==> config.mk <==
export PLATFORM = sky130hd
export DESIGN_NAME = time_set_ctrl
export DESIGN_NICKNAME = d
export VERILOG_FILES = /design/src/rtl/time_set_ctrl.sv
export SDC_FILE = /design/constraint.sdc
export NUM_CORES = 1
export LEC_CHECK = 0
export BUFFER_PORTS_ARGS = -buffer_cell sky130_fd_sc_hd__clkbuf_2
export CORE_UTILIZATION = 55
export CTS_CLUSTER_DIAMETER = 150
export DETAILED_ROUTE_END_ITERATION = 6
export PLACE_DENSITY = 0.76
export SETUP_SLACK_MARGIN = 0.4
export SYNTH_ARGS = -nofsm -noshare
export SYNTH_HDL_FRONTEND = slang
export SYNTH_SLANG_ARGS = --single-unit
==> constraint.sdc <==
create_clock -name clk_i -period 2.8 [get_ports clk_i]
set_input_delay 0.28 -clock clk_i [delete_from_list [all_inputs] [get_ports clk_i]]
set_output_delay 0.28 -clock clk_i [all_outputs]
set_load 0.01 [all_outputs]
==> src/rtl/time_set_ctrl.sv <==
// Button-driven time setter: tracks live time in IDLE (1-cycle latency), edits captured time in HR/MIN/SEC.
// No backpressure: set/next are single-cycle pulses, inc/dec are levels turned into timed steps.
module time_set_ctrl #(
  parameter int unsigned MODE24      = 0,
  parameter int unsigned REPEAT_DLY  = 50000000,
  parameter int unsigned REPEAT_RATE = 10000000,
  parameter int unsigned TIMEOUT     = 500000000
) (
  input  logic       clk_i,
  input  logic       rst_n_i,
  input  logic       set_i,
  input  logic       next_i,
  input  logic       inc_i,
  input  logic       dec_i,
  input  logic [4:0] hours_i,
  input  logic [5:0] mins_i,
  input  logic [5:0] secs_i,
  input  logic       A_P_i,
  output logic [4:0] hours_o,
  output logic [5:0] mins_o,
  output logic [5:0] secs_o,
  output logic       A_P_o,
  output logic       load_o,
  output logic       editing_o,
  output logic [1:0] field_o
);

  typedef enum logic [1:0] {
    S_IDLE = 2'd0,
    S_HR   = 2'd1,
    S_MIN  = 2'd2,
    S_SEC  = 2'd3
  } state_t;

  localparam logic [31:0] DLY_C  = 32'(REPEAT_DLY);
  localparam logic [31:0] RATE_C = 32'(REPEAT_RATE);
  localparam logic [31:0] TO_C   = 32'(TIMEOUT);
  localparam logic [4:0]  HR_RST = (MODE24 != 0) ? 5'd0 : 5'd12;

  state_t      state;
  logic [4:0]  hr_q;
  logic [5:0]  min_q;
  logic [5:0]  sec_q;
  logic        ap_q;
  logic        load_q;
  logic [1:0]  btn_q;
  logic [31:0] rpt_cnt;
  logic        rpt_phase;
  logic [31:0] to_cnt;

  logic        one_btn;
  logic        btn_edge;
  logic        step_tick;
  logic        step;
  logic        activity;
  logic [4:0]  hr_nx;
  logic [5:0]  min_nx;
  logic [5:0]  sec_nx;
  logic        ap_nx;
  logic [4:0]  cap_hr;
  logic [5:0]  cap_min;
  logic [5:0]  cap_sec;

  // A change of the active button pattern (including inc<->dec swap) counts as a fresh press.
  assign one_btn   = inc_i ^ dec_i;
  assign btn_edge  = one_btn && ({inc_i, dec_i} != btn_q);
  assign step_tick = one_btn && !btn_edge && (rpt_cnt == (rpt_phase ? RATE_C : DLY_C));
  assign step      = btn_edge || step_tick;
  assign activity  = set_i || next_i || inc_i || dec_i;

  always_comb begin
    if (MODE24 != 0) begin
      cap_hr = (hours_i > 5'd23) ? 5'd0 : hours_i;
    end else begin
      cap_hr = ((hours_i == 5'd0) || (hours_i > 5'd12)) ? 5'd12 : hours_i;
    end
    cap_min = (mins_i > 6'd59) ? 6'd0 : mins_i;
    cap_sec = (secs_i > 6'd59) ? 6'd0 : secs_i;
  end

  // Per-field wrap; fields never carry into each other.
  always_comb begin
    hr_nx  = hr_q;
    min_nx = min_q;
    sec_nx = sec_q;
    ap_nx  = ap_q;
    case (state)
      S_HR: begin
        if (MODE24 != 0) begin
          if (inc_i) hr_nx = (hr_q == 5'd23) ? 5'd0 : hr_q + 5'd1;
          else       hr_nx = (hr_q == 5'd0) ? 5'd23 : hr_q - 5'd1;
        end else if (inc_i) begin
          if (hr_q == 5'd12) begin
            hr_nx = 5'd1;
          end else if (hr_q == 5'd11) begin
            hr_nx = 5'd12;
            ap_nx = ~ap_q;
          end else begin
            hr_nx = hr_q + 5'd1;
          end
        end else begin
          if (hr_q == 5'd12) begin
            hr_nx = 5'd11;
            ap_nx = ~ap_q;
          end else if (hr_q == 5'd1) begin
            hr_nx = 5'd12;
          end else begin
            hr_nx = hr_q - 5'd1;
          end
        end
      end
      S_MIN: begin
        if (inc_i) min_nx = (min_q == 6'd59) ? 6'd0 : min_q + 6'd1;
        else       min_nx = (min_q == 6'd0) ? 6'd59 : min_q - 6'd1;
      end
      S_SEC: begin
        if (inc_i) sec_nx = (sec_q == 6'd59) ? 6'd0 : sec_q + 6'd1;
        else       sec_nx = (sec_q == 6'd0) ? 6'd59 : sec_q - 6'd1;
      end
      default: ;
    endcase
  end

  always_ff @(posedge clk_i or negedge rst_n_i) begin
    if (!rst_n_i) begin
      state     <= S_IDLE;
      hr_q      <= HR_RST;
      min_q     <= 6'd0;
      sec_q     <= 6'd0;
      ap_q      <= 1'b0;
      load_q    <= 1'b0;
      btn_q     <= 2'b00;
      rpt_cnt   <= 32'd0;
      rpt_phase <= 1'b0;
      to_cnt    <= 32'd0;
    end else begin
      btn_q  <= {inc_i, dec_i};
      load_q <= 1'b0;

      if (!one_btn || (state == S_IDLE) || set_i || next_i) begin
        rpt_cnt   <= 32'd0;
        rpt_phase <= 1'b0;
      end else if (btn_edge) begin
        rpt_cnt   <= 32'd1;
        rpt_phase <= 1'b0;
      end else if (step_tick) begin
        rpt_cnt   <= 32'd1;
        rpt_phase <= 1'b1;
      end else begin
        rpt_cnt <= rpt_cnt + 32'd1;
      end

      if (state == S_IDLE) begin
        to_cnt <= 32'd0;
        if (set_i) begin
          hr_q  <= cap_hr;
          min_q <= cap_min;
          sec_q <= cap_sec;
          ap_q  <= A_P_i;
          state <= S_HR;
        end else begin
          hr_q  <= hours_i;
          min_q <= mins_i;
          sec_q <= secs_i;
          ap_q  <= A_P_i;
        end
      end else begin
        if (set_i) begin
          load_q <= 1'b1;
          state  <= S_IDLE;
        end else if (next_i) begin
          case (state)
            S_HR:    state <= S_MIN;
            S_MIN:   state <= S_SEC;
            default: state <= S_HR;
          endcase
        end else if (step) begin
          hr_q  <= hr_nx;
          min_q <= min_nx;
          sec_q <= sec_nx;
          ap_q  <= ap_nx;
        end

        // Abandoned edit: return without a commit strobe; IDLE overwrites the edit values.
        if (activity) begin
          to_cnt <= 32'd0;
        end else if (to_cnt >= TO_C - 32'd1) begin
          to_cnt <= 32'd0;
          state  <= S_IDLE;
        end else begin
          to_cnt <= to_cnt + 32'd1;
        end
      end
    end
  end

  assign hours_o   = hr_q;
  assign mins_o    = min_q;
  assign secs_o    = sec_q;
  assign A_P_o     = (MODE24 != 0) ? (hr_q >= 5'd12) : ap_q;
  assign load_o    = load_q;
  assign editing_o = (state != S_IDLE);
  assign field_o   = state;

endmodule
==> out/qor.txt, run 1 <==
DIE WIDTH: 100 um
pre-CTS setup slack: 305 ps
Pwr Total: 0.00447 W
Leak: 2.51 nW
crit path cell chain: nand4bb_1, or4_4, a2111oi_4, buf_4, nor2_4, nor3b_4, buf_4, mux2i_1
CTS Root Cell: clkbuf_8
WL met1: 5310 um
top layer reached by signal wires: met4
Post-synth EDFFs: 0
Core Region: 9330 sq um
critical path class: reg -> reg
Yosys reg bits: 88
Vias per Instance: 5.83
FP Rows: 35
# setup viols final: 0
RR Endpoint: hours_o[2]
final wirelength: 11700 um
first-pass GRT wire length: 20100 um
status: finished, final reports clean
Setup crit end: hours_o[2]
die area: 10100 sq um
Max Freq: 0.423 GHz
hold slack: 94.9 ps
Clock transition at path regs: 90 ps
Mapped Cells: 594
CTS buffer count: 9
CP peak stage delay: 450 ps
GP Congestion: 0.912
CP max-delay cell: or4_4
Post-route DRC: 0
multi-input logic area: 2950 sq um
initial drt markers: 251
WP data required: 3080 ps
Cell variety after synth: 65
input/output buffers: 45
largest net degree at the start of global routing: 56
sw frac: 40.0%
largest buffer count on any clock path: 2
crit end category: flip-flop
Final nets: 685
n_diodes: 0
YS warnings: 0
final setup TNS: 0 ps
Cells after DPL: 754
Comb pwr share: 39.0%
ys flop type: dfrtp_1
Top Family by Delay on Critical Path: simple AND/OR/NAND/NOR gates
Slew Limit Fails: 0
Period Utilization, post-route: 84.4%
IO Count: 46
RSZ-0062 raised after global routing: yes
post-route setup slack: 436 ps
crit-path max FO: 4
register-to-register setup slack: 440 ps
starting density of the core: 57.1%
Critical Path AT: 2650 ps
CTS tree: done
1st-pass router iterations: 5
Mean Syn Cell Area: 8.97 sq um
Seq/Total Area, Yosys: 41.4%
routed length on met3: 518 um
Vias: 4538
Peak VDD IR: 0.589 mV
share of layout cells above drive strength 1: 15.9%
gr ovfl total: 0
Startpoint Class: flip-flop
CP Launch Point: rpt_cnt[11]
FF+latch area: 2210 sq um
critical path's most frequent cell: buf_4
Final Non-Filler Cells: 778
post-synth top area share: 40.4%
vias in the first global route: 4333
mapped cell area: 5330 sq um
DR WL met2: 5790 um
initial antenna violation count: 0
Net Switching: 0.00179 W
Final ANT Viol Nets: 0
clk_skew: 11.2 ps
Area Overhead vs Synth: 12.2%
leading area contributor after synthesis: dfrtp_1
Worst Path Buf+Inv: 2
wire length per cell: 15.1 um
Internal: 0.00268 W
fin crit period: 2360 ps
CTS H-tree depth: 3
Max transition margin: 53.0%
R2R depth: 8
Critical R2R Launch: rpt_cnt[11]
Post-DP HPWL: 8280 um
Synth area leaders: dfrtp_1 (40%), nor2_1 (6.3%), xor2_1 (6.1%)
PwrDens: 748 nW/um^2
Critical Path Stages: 8
die height: 100 um
Hold Vio Cnt, Final: 0
MaxCap Viol Count: 0
hold crit path type: in -> reg
Sequential Power Share: 40.0%
Clk pwr share: 20.9%
worst slew pin tran: 705 ps
Post-synth ARST share: 100%
GRT Util Overall: 24.8%
worst-skew pair later-pin latency: 360 ps
CTS Sinks: 88
fill count: 789
==> kinds of logic (layout without fill, tap and decap cells) <==
| group | after synthesis | count (layout) | share of synthesized area, % |
|---|---|---|---|
| AND/OR/NAND/NOR | 263 | 263 | 24.6 |
| AO/OA/AOI/OAI | 93 | 93 | 12.3 |
| flip-flops | 88 | 88 | 41.4 |
| XOR/XNOR | 72 | 72 | 11.8 |
| buffers and inverters | 49 | 102 | 3.55 |
| adder cells (fa/ha/maj) | 17 | 17 | 3.99 |
| multiplexers | 11 | 11 | 2.28 |
| other | 1 | 3 | 0.0704 |
==> power by group through the flow <==
| stage | sequential [W] | clock, W | combinational (W) |
|---|---|---|---|
| floorplan | 0.00169 | 0 | 0.00133 |
| global placement | 0.00179 | 0 | 0.00167 |
| detailed placement | 0.00181 | 0 | 0.00172 |
| CTS | 0.00179 | 0.000958 | 0.00173 |
| global route | 0.00183 | 0.00101 | 0.00193 |
| finish | 0.00179 | 0.000936 | 0.00174 |
==> worst min path at each step <==
stage,endpoint,depth (start not counted),startpoint,slack (ps)
after floorplan,A_P_o,0,rst_n_i,-20
after global placement,to_cnt[23],1,rst_n_i,370
after detailed placement,to_cnt[22],1,rst_n_i,380
after CTS,btn_q[0],1,dec_i,80
after global routing,btn_q[0],1,dec_i,80
final,btn_q[0],1,dec_i,90
==> cell usage after synthesis (2+ instances only) <==
| library cell | n |
|---|---|
| o21ai_0 | 18 |
| nor3b_1 | 5 |
| nand4_1 | 19 |
| dfstp_2 | 2 |
| nor4b_1 | 2 |
| or4_4 | 2 |
| dfrtp_1 | 86 |
| ha_1 | 17 |
| o311a_1 | 3 |
| clkbuf_1 | 19 |
| nor4_1 | 6 |
| nand3_1 | 34 |
| buf_2 | 4 |
| o31ai_1 | 3 |
| mux2_2 | 5 |
| nand2_1 | 46 |
| nor3_1 | 21 |
| or4_1 | 3 |
| o32a_1 | 2 |
| or2_2 | 5 |
| xor2_1 | 37 |
| a311oi_1 | 3 |
| inv_1 | 23 |
| nor2_1 | 89 |
| a21o_1 | 2 |
| nor2b_1 | 3 |
| o2111ai_1 | 3 |
| buf_1 | 3 |
| mux2i_1 | 5 |
| nand2b_1 | 2 |
| or3_1 | 5 |
| xnor2_1 | 35 |
| a21oi_1 | 18 |
| a22oi_1 | 3 |
| a41oi_1 | 4 |
| and4_1 | 3 |
| o21a_1 | 5 |
| and3_1 | 10 |
| a31oi_1 | 13 |
==> state kept, by name, indices dropped and copies added (netlist names) <==
name,cells
rpt_cnt,32
to_cnt,32
mins_o,6
secs_o,6
hours_o,5
btn_q,2
field_o,2
A_P_o,1
load_o,1
rpt_phase,1
==> placed cells by master, fill, tap and decap left out, types with 3 or more instances in the layout <==
| cell | count |
|---|---|
| a41oi_1 | 4 |
| clkbuf_8 | 10 |
| and3_1 | 10 |
| mux2_2 | 5 |
| nor3_1 | 21 |
| or4_1 | 3 |
| a21oi_1 | 18 |
| nand4_1 | 19 |
| nor2_1 | 89 |
| a22oi_1 | 3 |
| buf_4 | 18 |
| o21a_1 | 5 |
| clkbuf_2 | 44 |
| xnor2_1 | 35 |
| a31oi_1 | 13 |
| nand3_1 | 34 |
| nor3b_1 | 5 |
| nor4_1 | 6 |
| or2_2 | 5 |
| and4_1 | 3 |
| o2111ai_1 | 3 |
| a311oi_1 | 3 |
| inv_1 | 23 |
| ha_1 | 17 |
| dfrtp_1 | 85 |
| conb_1 | 3 |
| o311a_1 | 3 |
| o21ai_0 | 18 |
| xor2_1 | 37 |
| or3_1 | 5 |
| nor2b_1 | 3 |
| nand2_1 | 46 |
| mux2i_1 | 5 |
| o31ai_1 | 3 |
==> worst reg2reg max path, delay by kind of cell (launching register included) <==
kind | cells | cell delay (ps)
AOI/OAI and AO/OA | 1 | 320
buffers and inverters | 2 | 360
DFF | 1 | 430
muxes | 1 | 200
and+or+nand+nor | 4 | 1000
==> layout make-up <==
type / count / share of cell area, %
multi-input cells: 459 / 49.3
flip-flops and latches: 88 / 36.9
repair buffers: 63 / 6.11
well taps: 129 / 2.70
clock buffers: 10 / 2.30
inverters: 23 / 1.44
clock inverters: 6 / 1.24
==> per-stage QoR <==
stage	utilization, %	cell area, sq um
final	64.1	5980
after global routing	64.1	5980
after CTS	63.8	5950
after detailed placement	61.1	5700
after global placement	61.1	5700
after floorplan	-	5340
==> metal layers <==
layer | vias up | global-route usage, %
li1 | 2195 | -
met1 | 2215 | 32.9
met2 | 117 | 42.6
met3 | 11 | 5.15
met4 | 0 | 4.12
met5 | - | 0
==> timing repair <==
action	CTS	global route
pin swaps	2	4
setup endpoints to repair	8	41
gates resized for setup	0	2
buffers inserted	4	3
endpoints found under the hold margin	45	0
hold buffers	1	0
No activity file was read; power rests on OpenSTA's default activity.
==> inputs of run 2 (changes only) <==
--- a/config.mk
+++ b/config.mk
@@ -6,10 +6,10 @@
 export NUM_CORES = 1
 export LEC_CHECK = 0
 export BUFFER_PORTS_ARGS = -buffer_cell sky130_fd_sc_hd__clkbuf_2
-export CORE_UTILIZATION = 55
+export CORE_UTILIZATION = 54
 export CTS_CLUSTER_DIAMETER = 150
 export DETAILED_ROUTE_END_ITERATION = 6
-export PLACE_DENSITY = 0.76
+export PLACE_DENSITY = 0.78
 export SETUP_SLACK_MARGIN = 0.4
 export SYNTH_ARGS = -nofsm -noshare
 export SYNTH_HDL_FRONTEND = slang
==> constraint.sdc (replaced) <==
create_clock -name clk_i -period 2.1 [get_ports clk_i]
set_input_delay 0.21 -clock clk_i [delete_from_list [all_inputs] [get_ports clk_i]]
set_output_delay 0.21 -clock clk_i [all_outputs]
set_load 0.01 [all_outputs]
==> out/qor.txt, run 2 (same netlist as run 1, synthesis figures left out) <==
Leak: 3.00 nW (+20%)
Final Cell Area: 7270 sq um (+22%)
IO Count: 46 (unchanged)
Final ANT Viol Nets: 0 (unchanged)
first-pass GRT wire length: 24200 um (+20%)
n_diodes: 0 (unchanged)
failing checks: setup timing
Clk pwr share: 18.8% (-2.1 points)
crit end category: flip-flop
final core utilization: 77.2% (+13 points)
Startpoint Class: flip-flop
Period Utilization, post-route: 113% (+29 points)
CTS Sinks: 88 (unchanged)
final wirelength: 16200 um (+38%)
CTS Root Cell: clkbuf_8
share of layout cells above drive strength 1: 35.1% (+19 points)
Max transition margin: 59.9% (+6.9 points)
initial antenna violation count: 0 (unchanged)
CTS H-tree depth: 3 (unchanged)
register-to-register setup slack: -280 ps (-720 ps)
FF+latch area: 2210 sq um (unchanged)
wire length per cell: 19.1 um (+27%)
worst slew pin tran: 596 ps (-109 ps)
sw frac: 42.4% (+2.4 points)
CP max-delay cell: or4_4
largest net degree at the start of global routing: 47 (-16%)
worst-skew pair later-pin latency: 390 ps (+30 ps)
clk_skew: 18.3 ps (+7.11 ps)
Final nets: 756 (+10%)
gr ovfl total: 0 (unchanged)
post-route setup slack: -283 ps (-720 ps)
Net Switching: 0.00268 W (+50%)
Sequential Power Share: 37.6% (-2.4 points)
RSZ-0062 raised after global routing: yes
most common cell after layout, fill and taps aside: dfrtp_1
commonest non-fill, non-tap cells in the layout: dfrtp_1 (85), buf_4 (64), nor2_4 (51)
CTS tree: done
fin crit period: 2380 ps (+19.5 ps)
die height: 101 um (+0.90%)
Slew Limit Fails: 0 (unchanged)
Max Freq: 0.420 GHz (-0.82%)
Vias: 5205 (+15%)
largest buffer count on any clock path: 2 (unchanged)
Vias per Instance: 6.13 (+5.1%)
input/output buffers: 45 (unchanged)
Core Region: 9420 sq um (+0.94%)
Clock transition at path regs: 110 ps (+20 ps)
WP data required: 2370 ps (-710 ps)
CP peak stage delay: 470 ps (+20 ps)
critical path class: reg -> reg
Area Overhead vs Synth: 36.4%
Hold Vio Cnt, Final: 0 (unchanged)
crit-path max FO: 8 (+4)
hold slack: 37.4 ps (-57.5 ps)
MaxCap Viol Count: 0 (unchanged)
multi-input logic area: 3470 sq um (+18%)
Post-DP Area: 6130 sq um (+7.7%)
crit path cell chain: nand4bb_1, or4_4, a2111oi_4, buf_6, nor2_4, buf_6, nand3_4, buf_6, buf_16, nor2_2
CTS buffer count: 9 (unchanged)
GP Congestion: 0.914 (+0.26%)
DIE WIDTH: 101 um (+0.90%)
fill count: 576 (-27%)
starting density of the core: 56.6% (-0.53 points)
Comb pwr share: 43.6% (+4.6 points)
GRT Util Overall: 30.5% (+5.7 points)
critical path's most frequent cell: buf_6
FP Rows: 35 (unchanged)
Internal: 0.00364 W (+36%)
Post-DP HPWL: 9000 um (+8.8%)
Peak VDD IR: 0.971 mV (+65%)
initial drt markers: 335 (+33%)
Critical Path AT: 2650 ps (about the same)
# setup viols final: 50 (+50)
hold crit path type: in -> reg
vias in the first global route: 5042 (+16%)
die area: 10300 sq um (+1.8%)
1st-pass router iterations: 6 (+1)
Post-route DRC: 0 (unchanged)
PwrDens: 870 nW/um^2 (+16%)
top flop regs: rpt_cnt (32), to_cnt (32)
status: complete, but fails checks
## run 2: final timing paths
| check | cells after the start | start | to |
|---|---|---|---|
| worst max-delay path | 10 | rpt_cnt[8] | rpt_cnt[20] |
| worst min-delay path | 3 | mins_i[1] | mins_o[1] |
| worst max register to register | 10 | rpt_cnt[8] | rpt_cnt[20] |
| worst min register to register | 1 | to_cnt[0] | to_cnt[0] |
| max in group asynchronous | 3 | rst_n_i | to_cnt[0] |
| min in group asynchronous | 2 | rst_n_i | to_cnt[20] |
## run 2: power groups by stage
stage	logic, W	clock network, W	registers (W)
6_report	0.00275	0.00119	0.00238
5_1_grt	0.00299	0.00127	0.00242
4_1_cts	0.00259	0.00118	0.00235
3_5_place_dp	0.00243	0	0.00239
3_3_place_gp	0.00235	0	0.00237
2_1_floorplan	0.00180	0	0.00225
## run 2: per-layer routing
metal  track usage [%]  part of all wire, %
met5                 0                    0
met4              14.0                  4.2
met3              6.49                  6.2
met2              53.2                   52
met1              36.0                   37
## run 2: layout make-up
| type | count | share of cell area [%] |
|---|---|---|
| multi-input combinational | 459 | 47.7 |
| clock buffer | 9 | 1.70 |
| tap | 129 | 2.22 |
| clock inverter | 7 | 0.843 |
| sequential | 88 | 30.3 |
| timing repair buffer | 134 | 15.9 |
| inverter | 23 | 1.22 |
## run 2: critical path: cells and delay by family (launching register included)
family | cells | cell delay (ps)
AND/OR/NAND/NOR | 5 | 900
buffers and inverters | 4 | 580
flip-flops | 1 | 410
AO/OA/AOI/OAI | 1 | 360
## run 2: repair_timing
action | in CTS | in global routing
buffers inserted | 18 | 5
endpoints found under the setup margin | 83 | 83
hold buffers | 2 | 0
gates resized for setup | 70 | 77
endpoints found under the hold margin | 16 | 0
pin swaps | 18 | 34
cloned | 6 | 0
## run 2: metrics by stage
| step | total power (W) | instances | TNS [ps] | setup WS, ps |
|---|---|---|---|---|
| 6_report | 0.00632 | 849 | -11960 | -283 |
| 5_1_grt | 0.00668 | 849 | -18550 | -378 |
| 4_1_cts | 0.00611 | 844 | -6340 | -191 |
| 3_5_place_dp | 0.00482 | 802 | -5650 | -168 |
| 3_3_place_gp | 0.00472 | 802 | -2540 | -102 |
| 2_1_floorplan | 0.00405 | 596 | -127 | -111 |
==> inputs of run 3 (changes only) <==
--- a/config.mk
+++ b/config.mk
@@ -10,7 +10,7 @@
 export CTS_CLUSTER_DIAMETER = 150
 export DETAILED_ROUTE_END_ITERATION = 6
 export PLACE_DENSITY = 0.78
-export SETUP_SLACK_MARGIN = 0.4
+export SETUP_SLACK_MARGIN = 0.15
 export SYNTH_ARGS = -nofsm -noshare
 export SYNTH_HDL_FRONTEND = slang
 export SYNTH_SLANG_ARGS = --single-unit
==> out/qor.txt, run 3 (same netlist as run 1, synthesis figures left out) <==
Leak: 3.00 nW (-0.15%)
Slew Limit Fails: 0 (unchanged)
Final ANT Viol Nets: 0 (unchanged)
crit-path max FO: 5 (-3)
pre-CTS setup slack: -108 ps (+60.2 ps)
Area Overhead vs Synth: 31.8%
top flop regs: rpt_cnt (32), to_cnt (32)
starting density of the core: 56.6% (unchanged)
gr ovfl total: 0 (unchanged)
CTS tree: done
status: complete, but fails checks
Startpoint Class: flip-flop
clk_skew: 14.4 ps (-3.90 ps)
Final nets: 759 (+0.40%)
Vias per Instance: 6.01 (-2.0%)
PwrDens: 889 nW/um^2 (+2.2%)
die height: 101 um (unchanged)
most common cell after layout, fill and taps aside: dfrtp_1
DIE WIDTH: 101 um (unchanged)
final wirelength: 15100 um (-6.8%)
initial drt markers: 262 (-22%)
MaxCap Viol Count: 0 (unchanged)
Post-DP Area: 6150 sq um (+0.18%)
Critical R2R Launch: rpt_cnt[18]
largest net degree at the start of global routing: 46 (-2.1%)
CTS Sinks: 88 (unchanged)
Final Cell Area: 7020 sq um (-3.4%)
register-to-register setup slack: -180 ps (+100 ps)
die area: 10300 sq um (unchanged)
FP Rows: 35 (unchanged)
multi-input logic area: 3290 sq um (-5.2%)
final core utilization: 74.6% (-2.7 points)
CTS Root Cell: clkbuf_8
GP Congestion: 0.848 (-7.2%)
vias in the first global route: 4685 (-7.1%)
hold crit path type: in -> reg
1st-pass router iterations: 5 (-1)
input/output buffers: 45 (unchanged)
worst-skew pair later-pin latency: 370 ps (-20 ps)
IO Count: 46 (unchanged)
hold slack: 21.6 ps (-15.8 ps)
hold path startpoint: dec_i
critical path class: reg -> reg
fill count: 618 (+7.3%)
crit end category: flip-flop
failing checks: setup timing
Period Utilization, post-route: 109% (-4.9 points)
# setup viols final: 79 (+58%)
fin crit period: 2280 ps (-103 ps)
Critical Path AT: 2530 ps (-120 ps)
post-route setup slack: -180 ps (+103 ps)
Post-route DRC: 0 (unchanged)
CTS buffer count: 9 (unchanged)
largest buffer count on any clock path: 2 (unchanged)
Hold Vio Cnt, Final: 0 (unchanged)
wire length per cell: 17.7 um (-7.2%)
Post-DP HPWL: 9000 um (about the same)
CP Launch Point: rpt_cnt[18]
Vias: 5117 (-1.7%)
n_diodes: 0 (unchanged)
Max Freq: 0.439 GHz (+4.5%)
Peak VDD IR: 0.779 mV (-20%)
FF+latch area: 2210 sq um (unchanged)
Pwr Total: 0.00624 W (-1.3%)
Core Region: 9420 sq um (unchanged)
WP data required: 2350 ps (-20 ps)
commonest non-fill, non-tap cells in the layout: dfrtp_1 (85), buf_4 (72), nor2_1 (62)
Clock transition at path regs: 100 ps (about the same)
GRT Util Overall: 27.4% (-3.1 points)
initial antenna violation count: 0 (unchanged)
first-pass GRT wire length: 22200 um (-8.0%)
RSZ-0062 raised after global routing: yes
CTS H-tree depth: 3 (unchanged)
share of layout cells above drive strength 1: 31.8% (-3.3 points)
## run 3: cell count changes in the layout (fill, tap and decap cells not counted), moves of 4 or more
cell,delta
buf_4,+8
clkbuf_16,+4
buf_12,-5
nor2_2,-5
buf_16,-6
nor2_1,+33
nor2_4,-28
## run 3: final timing paths
| path | to | cells after the start |
|---|---|---|
| max | A_P_o | 7 |
| min | btn_q[0] | 1 |
| max reg2reg | A_P_o | 7 |
| min reg2reg | to_cnt[0] | 2 |
| max in group asynchronous | load_o | 3 |
| min in group asynchronous | to_cnt[19] | 2 |
## run 3: cell type report
type	count	share of cell area, %
flip-flops and latches	88	31.4
clock inverters	7	0.945
clock buffers	9	1.76
well taps	129	2.30
repair buffers	137	15.4
multi-input cells	459	46.9
inverters	23	1.28
## run 3: routing by layer
layer	vias up	share of wire (%)	GRT usage (%)
li1	2346	-	-
met1	2511	41	36.2
met2	219	51	45.5
met3	41	6.2	5.31
met4	0	2.4	9.03
met5	-	0	0
## run 3: critical path, cell delays in order (launching register included)
cell	delay, ps
dfrtp_1	400
nor4b_1	370
nand4_1	220
a2111oi_4	380
buf_6	180
o2111ai_1	170
xnor2_1	170
mux2_2	280
## run 3: power breakdown
part,switching [W],internal (W)
logic,0.00148,0.00121
clock network,0.000718,0.000467
registers,0.000452,0.00191
total,0.00265,0.00359
## run 3: repair_timing
action	4_1_cts	5_1_grt
hold buffers	1	0
resized for setup	23	70
endpoints found under the hold margin	66	0
pin swaps	12	33
setup endpoints to repair	80	82
buffers inserted	13	9
gates cloned	0	6
## run 3: per-stage QoR
stage / std cells / TNS, ps
final: 852 / -6180
after global routing: 852 / -15270
after CTS: 837 / -658
after detailed placement: 807 / -3000
after global placement: 807 / -390
after floorplan: 596 / -139
